<file path="config.mk">
export PLATFORM = sky130hd
export DESIGN_NAME = opl3_host_if_flat
export DESIGN_NICKNAME = d
export VERILOG_FILES = /design/src/rtl/opl3_host_if_if.sv /design/src/rtl/opl3_host_if.sv /design/src/flat_wrapper.sv
export SDC_FILE = /design/constraint.sdc
export NUM_CORES = 1
export LEC_CHECK = 0
export ABC_CLOCK_PERIOD_IN_PS = 4430
export CORE_MARGIN = 2
export CORE_UTILIZATION = 25
export CTS_CLUSTER_DIAMETER = 30
export DETAILED_ROUTE_END_ITERATION = 8
export GPL_TIMING_DRIVEN = 0
export HOLD_SLACK_MARGIN = 0.08
export PLACE_DENSITY = 0.47
export RECOVER_POWER = 50
export SYNTH_ARGS = -nofsm -noshare
export SYNTH_HDL_FRONTEND = slang
export SYNTH_SLANG_ARGS = --single-unit
</file>
<file path="constraint.sdc">
create_clock -name clk -period 4.43 [get_ports clk]
set_input_delay 1.329 -clock clk [delete_from_list [all_inputs] [get_ports clk]]
set_output_delay 1.329 -clock clk [all_outputs]
set_load 0.02 [all_outputs]
</file>
<file path="src/rtl/opl3_host_if_if.sv">
// Host-side bundle for opl3_host_if: CPU port strobes and read-back, plus the
// opl3_reg_wr register-write stream produced from them.
interface opl3_host_if_if;
    typedef struct packed {
        logic       valid;
        logic       bank_num;
        logic [7:0] address;
        logic [7:0] data;
    } opl3_reg_wr_t;

    logic         cs_n;
    logic         wr_n;
    logic         rd_n;
    logic [1:0]   a;
    logic [7:0]   din;
    logic [7:0]   dout;
    logic         wait_n;
    opl3_reg_wr_t opl3_reg_wr;

    modport master (
        output cs_n, wr_n, rd_n, a, din,
        input  dout, wait_n, opl3_reg_wr
    );

    modport slave (
        input  cs_n, wr_n, rd_n, a, din,
        output dout, wait_n, opl3_reg_wr
    );
endinterface

</file>
<file path="src/rtl/opl3_host_if.sv">
// OPL3 host front end: strobe decode, register-write FIFO and spaced dispatcher.
// Optional OPL3_HOST_SYNC_EN adds 2-flop synchronizers on all host inputs.
module opl3_host_if #(
    parameter int FIFO_DEPTH          = 8,
    parameter int WR_SPACING          = 4,
    parameter int REG_FILE_DATA_WIDTH = 8
) (
    input  logic                           clk,
    input  logic                           reset,
    opl3_host_if_if.slave                  host,
    input  logic [REG_FILE_DATA_WIDTH-1:0] status,
    output logic                           overflow
);
    localparam int AW = $clog2(FIFO_DEPTH);
    localparam int CW = AW + 1;
    localparam int SW = (WR_SPACING > 1) ? $clog2(WR_SPACING) : 1;
    localparam logic [CW-1:0] DEPTH_C  = CW'(FIFO_DEPTH);
    localparam logic [CW-1:0] ONE_CW   = CW'(1);
    localparam logic [AW-1:0] ONE_AW   = AW'(1);
    localparam logic [SW-1:0] ONE_SW   = SW'(1);
    localparam logic [SW-1:0] RELOAD_C = SW'(WR_SPACING - 1);

    logic [12:0] host_raw_s;
    logic [12:0] host_s;
    logic        cs_s, wr_s, rd_s;
    logic [1:0]  a_s;
    logic [7:0]  din_s;

    logic        wr_prev_q, rd_prev_q;
    logic        wr_ev_s, rd_ev_s, push_req_s, push_s, pop_s;

    logic [16:0]   mem_q [FIFO_DEPTH];
    logic [AW-1:0] wr_ptr_q, wr_ptr_d, rd_ptr_q, rd_ptr_d;
    logic [CW-1:0] count_q, count_d;
    logic [SW-1:0] space_cnt_q, space_cnt_d;
    logic [7:0]    addr_lat_q, addr_lat_d;
    logic          bank_lat_q, bank_lat_d;
    logic [17:0]   reg_wr_q, reg_wr_d;
    logic [7:0]    dout_q, dout_d;
    logic          overflow_q, overflow_d;
    logic          wait_n_q, wait_n_d;

    assign host_raw_s = {host.cs_n, host.wr_n, host.rd_n, host.a, host.din};

`ifdef OPL3_HOST_SYNC_EN
    logic [12:0] sync1_q, sync2_q;

    // Two-stage synchronizer; strobes idle high while in reset
    always_ff @(posedge clk) begin
        if (reset) begin
            sync1_q <= 13'h1C00;
            sync2_q <= 13'h1C00;
        end else begin
            sync1_q <= host_raw_s;
            sync2_q <= sync1_q;
        end
    end
    assign host_s = sync2_q;
`else
    assign host_s = host_raw_s;
`endif

    assign cs_s  = host_s[12];
    assign wr_s  = host_s[11];
    assign rd_s  = host_s[10];
    assign a_s   = host_s[9:8];
    assign din_s = host_s[7:0];

    // Previous strobe levels track the bus even through reset so only true edges count
    always_ff @(posedge clk) begin
        wr_prev_q <= wr_s;
        rd_prev_q <= rd_s;
    end

    // Event decode, FIFO bookkeeping and dispatcher next state
    always_comb begin
        wr_ev_s    = wr_prev_q & ~wr_s & ~cs_s;
        rd_ev_s    = rd_prev_q & ~rd_s & ~cs_s;
        pop_s      = (count_q != {CW{1'b0}}) && (space_cnt_q == {SW{1'b0}});
        push_req_s = wr_ev_s & a_s[0];
        push_s     = push_req_s & ((count_q != DEPTH_C) | pop_s);

        if (wr_ev_s && !a_s[0]) begin
            addr_lat_d = din_s;
            bank_lat_d = a_s[1];
        end else begin
            addr_lat_d = addr_lat_q;
            bank_lat_d = bank_lat_q;
        end

        case ({push_s, pop_s})
            2'b10:   count_d = count_q + ONE_CW;
            2'b01:   count_d = count_q - ONE_CW;
            default: count_d = count_q;
        endcase

        wr_ptr_d = push_s ? (wr_ptr_q + ONE_AW) : wr_ptr_q;
        rd_ptr_d = pop_s  ? (rd_ptr_q + ONE_AW) : rd_ptr_q;

        if (pop_s) begin
            space_cnt_d = RELOAD_C;
            reg_wr_d    = {1'b1, mem_q[rd_ptr_q]};
        end else if (space_cnt_q != {SW{1'b0}}) begin
            space_cnt_d = space_cnt_q - ONE_SW;
            reg_wr_d    = {1'b0, reg_wr_q[16:0]};
        end else begin
            space_cnt_d = space_cnt_q;
            reg_wr_d    = {1'b0, reg_wr_q[16:0]};
        end

        if (rd_ev_s) begin
            dout_d = a_s[0] ? 8'hFF : 8'(status);
        end else begin
            dout_d = dout_q;
        end

        overflow_d = overflow_q | (push_req_s & ~push_s);
        wait_n_d   = (count_d != DEPTH_C);
    end

    // Entry storage needs no reset: pointers and count define what is valid
    always_ff @(posedge clk) begin
        if (push_s) begin
            mem_q[wr_ptr_q] <= {bank_lat_q, addr_lat_q, din_s};
        end
    end

    // Control and output registers
    always_ff @(posedge clk) begin
        if (reset) begin
            wr_ptr_q    <= {AW{1'b0}};
            rd_ptr_q    <= {AW{1'b0}};
            count_q     <= {CW{1'b0}};
            space_cnt_q <= {SW{1'b0}};
            addr_lat_q  <= 8'h00;
            bank_lat_q  <= 1'b0;
            reg_wr_q    <= 18'h00000;
            dout_q      <= 8'h00;
            overflow_q  <= 1'b0;
            wait_n_q    <= 1'b1;
        end else begin
            wr_ptr_q    <= wr_ptr_d;
            rd_ptr_q    <= rd_ptr_d;
            count_q     <= count_d;
            space_cnt_q <= space_cnt_d;
            addr_lat_q  <= addr_lat_d;
            bank_lat_q  <= bank_lat_d;
            reg_wr_q    <= reg_wr_d;
            dout_q      <= dout_d;
            overflow_q  <= overflow_d;
            wait_n_q    <= wait_n_d;
        end
    end

    assign host.dout        = dout_q;
    assign host.wait_n      = wait_n_q;
    assign host.opl3_reg_wr = reg_wr_q;
    assign overflow         = overflow_q;
endmodule

</file>
<file path="src/flat_wrapper.sv">
// flat-port wrapper written by rule: the top's interface ports become plain ports
module opl3_host_if_flat 
#(
    parameter int FIFO_DEPTH          = 8,
    parameter int WR_SPACING          = 4,
    parameter int REG_FILE_DATA_WIDTH = 8
)
  (clk, reset, status, overflow, host_cs_n, host_wr_n, host_rd_n, host_a, host_din, host_dout, host_wait_n, host_opl3_reg_wr);
  opl3_host_if_if host_i ();
  input  logic clk;
  input  logic reset;
  input  logic [REG_FILE_DATA_WIDTH-1:0] status;
  output logic overflow;
  input wire logic [$bits(host_i.cs_n)-1:0] host_cs_n;
  input wire logic [$bits(host_i.wr_n)-1:0] host_wr_n;
  input wire logic [$bits(host_i.rd_n)-1:0] host_rd_n;
  input wire logic [$bits(host_i.a)-1:0] host_a;
  input wire logic [$bits(host_i.din)-1:0] host_din;
  output wire logic [$bits(host_i.dout)-1:0] host_dout;
  output wire logic [$bits(host_i.wait_n)-1:0] host_wait_n;
  output wire logic [$bits(host_i.opl3_reg_wr)-1:0] host_opl3_reg_wr;
  assign host_i.cs_n = host_cs_n;
  assign host_i.wr_n = host_wr_n;
  assign host_i.rd_n = host_rd_n;
  assign host_i.a = host_a;
  assign host_i.din = host_din;
  assign host_dout = host_i.dout;
  assign host_wait_n = host_i.wait_n;
  assign host_opl3_reg_wr = host_i.opl3_reg_wr;
  opl3_host_if #(.FIFO_DEPTH(FIFO_DEPTH), .WR_SPACING(WR_SPACING), .REG_FILE_DATA_WIDTH(REG_FILE_DATA_WIDTH)) u_core (.clk(clk), .reset(reset), .host(host_i), .status(status), .overflow(overflow));
endmodule
</file>
Word-level counts from Yosys, hierarchy flattened
Memories as Yosys holds them, arrays and structs flattened. A register that Yosys moved wholly into a read port is not among the register bits.
Index checks and enable logic that the tools add are counted.
{ "op_classes": {"addsub": 5, "eq_ne": 4, "muxes": 9, "bitwise": 13, "n_reduce_logical": 7} }
{ "op_table": {"columns": ["cell", "n"], "rows": [
  ["18-bit 2-to-1 mux", 1],
  ["8-bit 2-to-1 mux", 1],
  ["4-bit inequality test (second input constant)", 2],
  ["4-bit case mux with 2 select lines", 1],
  ["1-bit bitwise AND", 7],
  ["3-bit by 1-bit adder with 3-bit output (second input constant)", 2],
  ["3-bit 2-to-1 mux", 2],
  ["4-bit by 1-bit adder with 4-bit output (second input constant)", 1],
  ["2-bit 2-to-1 mux", 2],
  ["1-bit inverter", 4],
  ["2-bit nonzero test", 2],
  ["4-bit nonzero test", 1],
  ["4-bit by 1-bit subtractor with 4-bit output (second input constant)", 1],
  ["2-bit by 1-bit == test with 1-bit output (second input constant)", 1],
  ["2-bit == test (second input constant)", 1],
  ["1-bit logical AND", 2],
  ["2-bit logical NOT", 1],
  ["1-bit 2-to-1 mux", 2],
  ["1-bit OR", 2],
  ["2-bit by 1-bit subtractor with 2-bit output (second input constant)", 1],
  ["1-bit logical NOT", 1]
]} }
{ "word_totals": {"register_bits": 51, "ram_bits": 136, "input_bits": 23, "output_inout_bits": 28, "elab_cells": 52, "mem_count": 1} }
{ "memory_table": {"columns": ["name", "words", "word_bits", "read_ports", "rd_ports_with_merged_regs", "write_ports", "line_no", "source"], "rows": [
  ["u_core.mem_q", 8, 17, 1, 1, 1, "opl3_host_if.sv:32", "logic [16:0] mem_q [FIFO_DEPTH];"]
]} }

Depth between registers and ports, before layout
{ "depth": {"word_depth": 8, "ltp_mapped": 12, "ltp_nobuf": 11} }

Worst setup path before layout
OpenSTA, ideal clock, no wires.
{ "synth_timing": {"path_type": "input port to flip-flop", "start": "input port host_cs_n", "end": "memory u_core.mem_q[4][0] (enable)", "setup_time_ns": 0.413, "arrival_time_ns": 3.391, "required_ns": 4.017, "slack_ns": 0.626, "stages": 5, "n_path_buf": 1, "cell_sequence": "nand4bb_1 -> clkbuf_1 -> a21oi_1 -> nand2_1 -> nor3_1"} }
{ "synth_between": {"elab_chain_len": 6} }
{ "synth_rtl": {"columns": ["item", "line_no", "source"], "rows": [
  ["start: declaration", "flat_wrapper.sv:14", "input wire logic [$bits(host_i.cs_n)-1:0] host_cs_n;"],
  ["1-bit inverter", "opl3_host_if.sv:77", "wr_ev_s = wr_prev_q & ~wr_s & ~cs_s;"],
  ["1-bit bitwise AND", "opl3_host_if.sv:77", null],
  ["1-bit bitwise AND", "opl3_host_if.sv:80", "push_req_s = wr_ev_s & a_s[0];"],
  ["1-bit bitwise AND", "opl3_host_if.sv:81", "push_s = push_req_s & ((count_q != DEPTH_C) | pop_s);"],
  ["1-bit 2-to-1 mux", "opl3_host_if.sv:123", "if (push_s) begin"],
  ["1-bit 2-to-1 mux (implied by the code)", "opl3_host_if.sv:124", "mem_q[wr_ptr_q] <= {bank_lat_q, addr_lat_q, din_s};"],
  ["end: declaration", "opl3_host_if.sv:32", null]
]} }
Every way passes these cells.

Final worst setup path
{ "layout_timing": {"start": "input port host_wr_n", "end": "memory u_core.mem_q[2][2] (enable)"} }
{ "layout_between": {"elab_chain_len": 7} }
{ "layout_rtl": {"columns": ["item", "line_no", "source"], "rows": [
  ["start: declaration", "flat_wrapper.sv:15", "input wire logic [$bits(host_i.wr_n)-1:0] host_wr_n;"],
  ["1-bit inverter", "opl3_host_if.sv:77", null],
  ["1-bit bitwise AND (2 in series)", "opl3_host_if.sv:77", null],
  ["1-bit bitwise AND", "opl3_host_if.sv:80", null],
  ["1-bit bitwise AND", "opl3_host_if.sv:81", null],
  ["1-bit 2-to-1 mux", "opl3_host_if.sv:123", null],
  ["1-bit 2-to-1 mux (implied by the code)", "opl3_host_if.sv:124", null]
]} }
Every way passes these cells.

==> results.md <==
- CTS tree: done
- Row count: 62
- Static leakage: 0.00292 uW
- Max Cap Viol: 0
- Largest net degree at the start of global routing: 17
- Cells after synthesis: 445
- Fill count: 2,868
- EDFF count, synth: 136
- Vias in the first global route: 4,193
- Chip width: 174 um
- Final setup fails: 0
- Share of cells above drive strength 1: 0.168
- Outcome: finished, final reports clean
- Max FO, Critical Path: 9
- Die Area: 30,300 sq um
- Power density over the cells: 538 nW/um^2
- WL/cell: 17.7 um
- H-tree depth: 4
- Port buffer count: 49
- Placed cell count: 888
- GR Overflow Total: 0
- Total number of yosys warnings: 0
- Sequential share of the synthesized area: 0.715
- Register area: 5160 sq um
- Min Tclk post-route: 3.72 ns
- First-pass GRT wire length: 24,500 um
- Final WS setup: 0.710 ns
- Worst reg-to-reg path cell count: 12
- Initial DRC Count: 215
- Post-CTS sizing: 0
- Avg Cell Area, Syn: 16.2 sq um
- Pre-CTS WS: 0.283 ns
- WL met2: 8740 um
- Via count: 3,913
- R2R Setup Slk: 1.42 ns
- First drt pass iteration count: 4
- Crit share post-route: 0.840
- Post-DRT Antenna Nets: 0
- Max-slew headroom: 0.410
- Synth area leaders: edfxtp_1, dfxtp_1, mux4_2, nor2_1, mux2i_1
- Post-DP HPWL: 11,200 um
- Slew @ Worst Pin: 0.884 ns
- Commonest cells in the netlist: edfxtp_1, dfxtp_1, nor2_1
- RSZ-0062 raised after global routing: no
- Vias/cell: 4.24
- Final Hold Fails: 0
- Reg2Reg Launch Point: u_core.count_q[1]$_SDFF_PP0_
- Final WL: 16,300 um
- P&R area growth vs syn: 23.7%
- # IOs: 51
- Reg clk slew, reported paths: 0.07 ns
- Post-CTS setup buffer count: 0
- Routed length on met1: 6810 um
- DIE HEIGHT: 174 um
- Max-slew violation count: 0
- Hold_buf cts: 0
- Top cell type's share of synthesized area: 0.565
- Clock sink count: 190
- Setup Skew: 0.0127 ns
- GRT Util Overall: 0.112
- Starting Density: 0.253
- CTS root buffer: clkbuf_16
- Global placer's final weighted congestion: 0.684
- Yosys cell types: 38
- Num CTS Buffers: 17
- Most numerous cell in the Yosys netlist: edfxtp_1
- Fmax: 0.269 GHz
- Worst IR drop on VDD: 232 uV
- Clock Latency Late Sink: 0.42 ns
- Yosys top cell by area: edfxtp_1
- Post-route DRC: 0
- Max Root-Sink Buffers: 2
- Synthesis-stage register bit count: 190
- Mapped cell area: 7220 sq um
- Critical Path AT: 3.85 ns
- Core ar.: 28,500 sq um
- Critical path class: input port to flop
- Final Non-Filler Cells: 922
- Worst setup path endpoint: u_core.mem_q[2][2]$_DFFE_PP_
- CP Capture Type: flop
- Top layer in use: met4
- Synthesized net count: 474
- Worst Setup SP: host_wr_n
- Hold WC Path Type: flop to flop
- Reg2reg end: u_core.host.wait_n$_SDFF_PP1_
- Met3 WL: 544 um
- Initial antenna violation count: 1
- Crit start category: input port
- Nets@finish: 553
- Most used flip-flop cell after synthesis: edfxtp_1
- Async SR Flop Fraction: 0
- Critical Path RT: 4.56 ns
- Footprint of the multi-input gates: 1930 sq um
## sequential cells by signal, summed over array words and instances (netlist names), 2 cells and up, named ones only
name / flops
u_core.host.dout: 8
u_core.count_q: 4
u_core.host.opl3_reg_wr: 18
u_core.mem_q: 136
u_core.wr_ptr_q: 3
u_core.space_cnt_q: 2
u_core.rd_ptr_q: 3
u_core.addr_lat_q: 8
## layout by cell type (no fill, tap or decap), drive strengths merged, types with 2 or more instances in the layout
cell type | netlist | final
clkinv | 0 | 5
a21oi | 16 | 16
bufinv | 0 | 2
buf | 9 | 17
ha | 5 | 5
nor3b | 2 | 2
clkinvlp | 0 | 2
inv | 6 | 8
dfxtp | 54 | 54
nand3 | 2 | 2
dlygate4sd3 | 0 | 20
nor3 | 6 | 6
o211ai | 2 | 2
a211oi | 26 | 26
nand2 | 30 | 30
xnor2 | 3 | 3
nor2b | 2 | 2
or3 | 2 | 2
xor2 | 3 | 3
clkdlybuf4s50 | 0 | 29
nand2b | 4 | 4
mux4 | 34 | 34
clkbuf | 18 | 42
nor2 | 54 | 54
edfxtp | 136 | 136
mux2i | 20 | 20
## per-stage QoR
stage	utilization	power, uW	hold slack, ns	instance area (sq um)	setup TNS, ns
after global routing	0.313	5050	0.513	8940	0
after global placement	0.287	3380	0.462	8190	-103.00
after floorplan	-	2940	0.454	7220	0
final	0.313	4810	0.480	8940	0
after detailed placement	0.293	3410	0.462	8370	0
after CTS	0.314	4910	0.477	8950	0
## layout make-up
class,instances,share of cell area
Antenna cell,1,0.000280
Multi-Input combinational cell,222,0.216
Tap cell,384,0.0538
Buffer,27,0.0120
Sequential cell,190,0.578
Timing Repair Buffer,60,0.0719
Clock inverter,11,0.0150
Clock buffer,21,0.0504
Inverter,6,0.00252
## power breakdown
| part | internal (uW) | switching (uW) |
|---|---|---|
| clock network | 854 | 644 |
| logic | 510 | 699 |
| registers | 2020 | 75.0 |
## critical path, stage by stage
cell and delay [ns]:
dlygate4sd3_1 0.58, nand4bb_1 0.18, clkbuf_1 0.21, a21oi_1 0.45
nand2b_1 0.25, nor2_2 0.60, buf_8 0.24
## cell families (layout without fill, tap and decap cells)
logic type / after synthesis / count (layout) / share of synthesized area
muxes: 54 / 54 / 0.134
adders and majority gates: 6 / 6 / 0.0114
buffers and inverters: 33 / 125 / 0.0192
xor gates and xnor gates: 6 / 6 / 0.00728
and+or+nand+nor: 105 / 105 / 0.0637
DFF: 190 / 190 / 0.715
other: 0 / 1 / 0
AOI/OAI and AO/OA: 51 / 51 / 0.0495
## how the worst min path moves through the flow
stage / from / to / slack (ns) / cells after the start
after detailed placement: u_core.overflow$_SDFF_PP0_ / u_core.overflow$_SDFF_PP0_ / 0.46 / 2
after global routing: u_core.rd_ptr_q[1]$_SDFFE_PP0P_ / u_core.rd_ptr_q[1]$_SDFFE_PP0P_ / 0.51 / 2
final: u_core.overflow$_SDFF_PP0_ / u_core.overflow$_SDFF_PP0_ / 0.48 / 2
after global placement: u_core.overflow$_SDFF_PP0_ / u_core.overflow$_SDFF_PP0_ / 0.46 / 2
after CTS: u_core.overflow$_SDFF_PP0_ / u_core.overflow$_SDFF_PP0_ / 0.48 / 2
after floorplan: u_core.rd_ptr_q[1]$_SDFFE_PP0P_ / flop / 0.45 / 2
## per-layer routing
layer  vias to the layer above  global-route usage
met2                        67               0.203
met4                         0              0.0452
met1                      1976               0.127
met3                         8              0.0252
met5                         -                   0
li1                       1862                   -
Note: power is estimated with default switching activity, not from simulation.
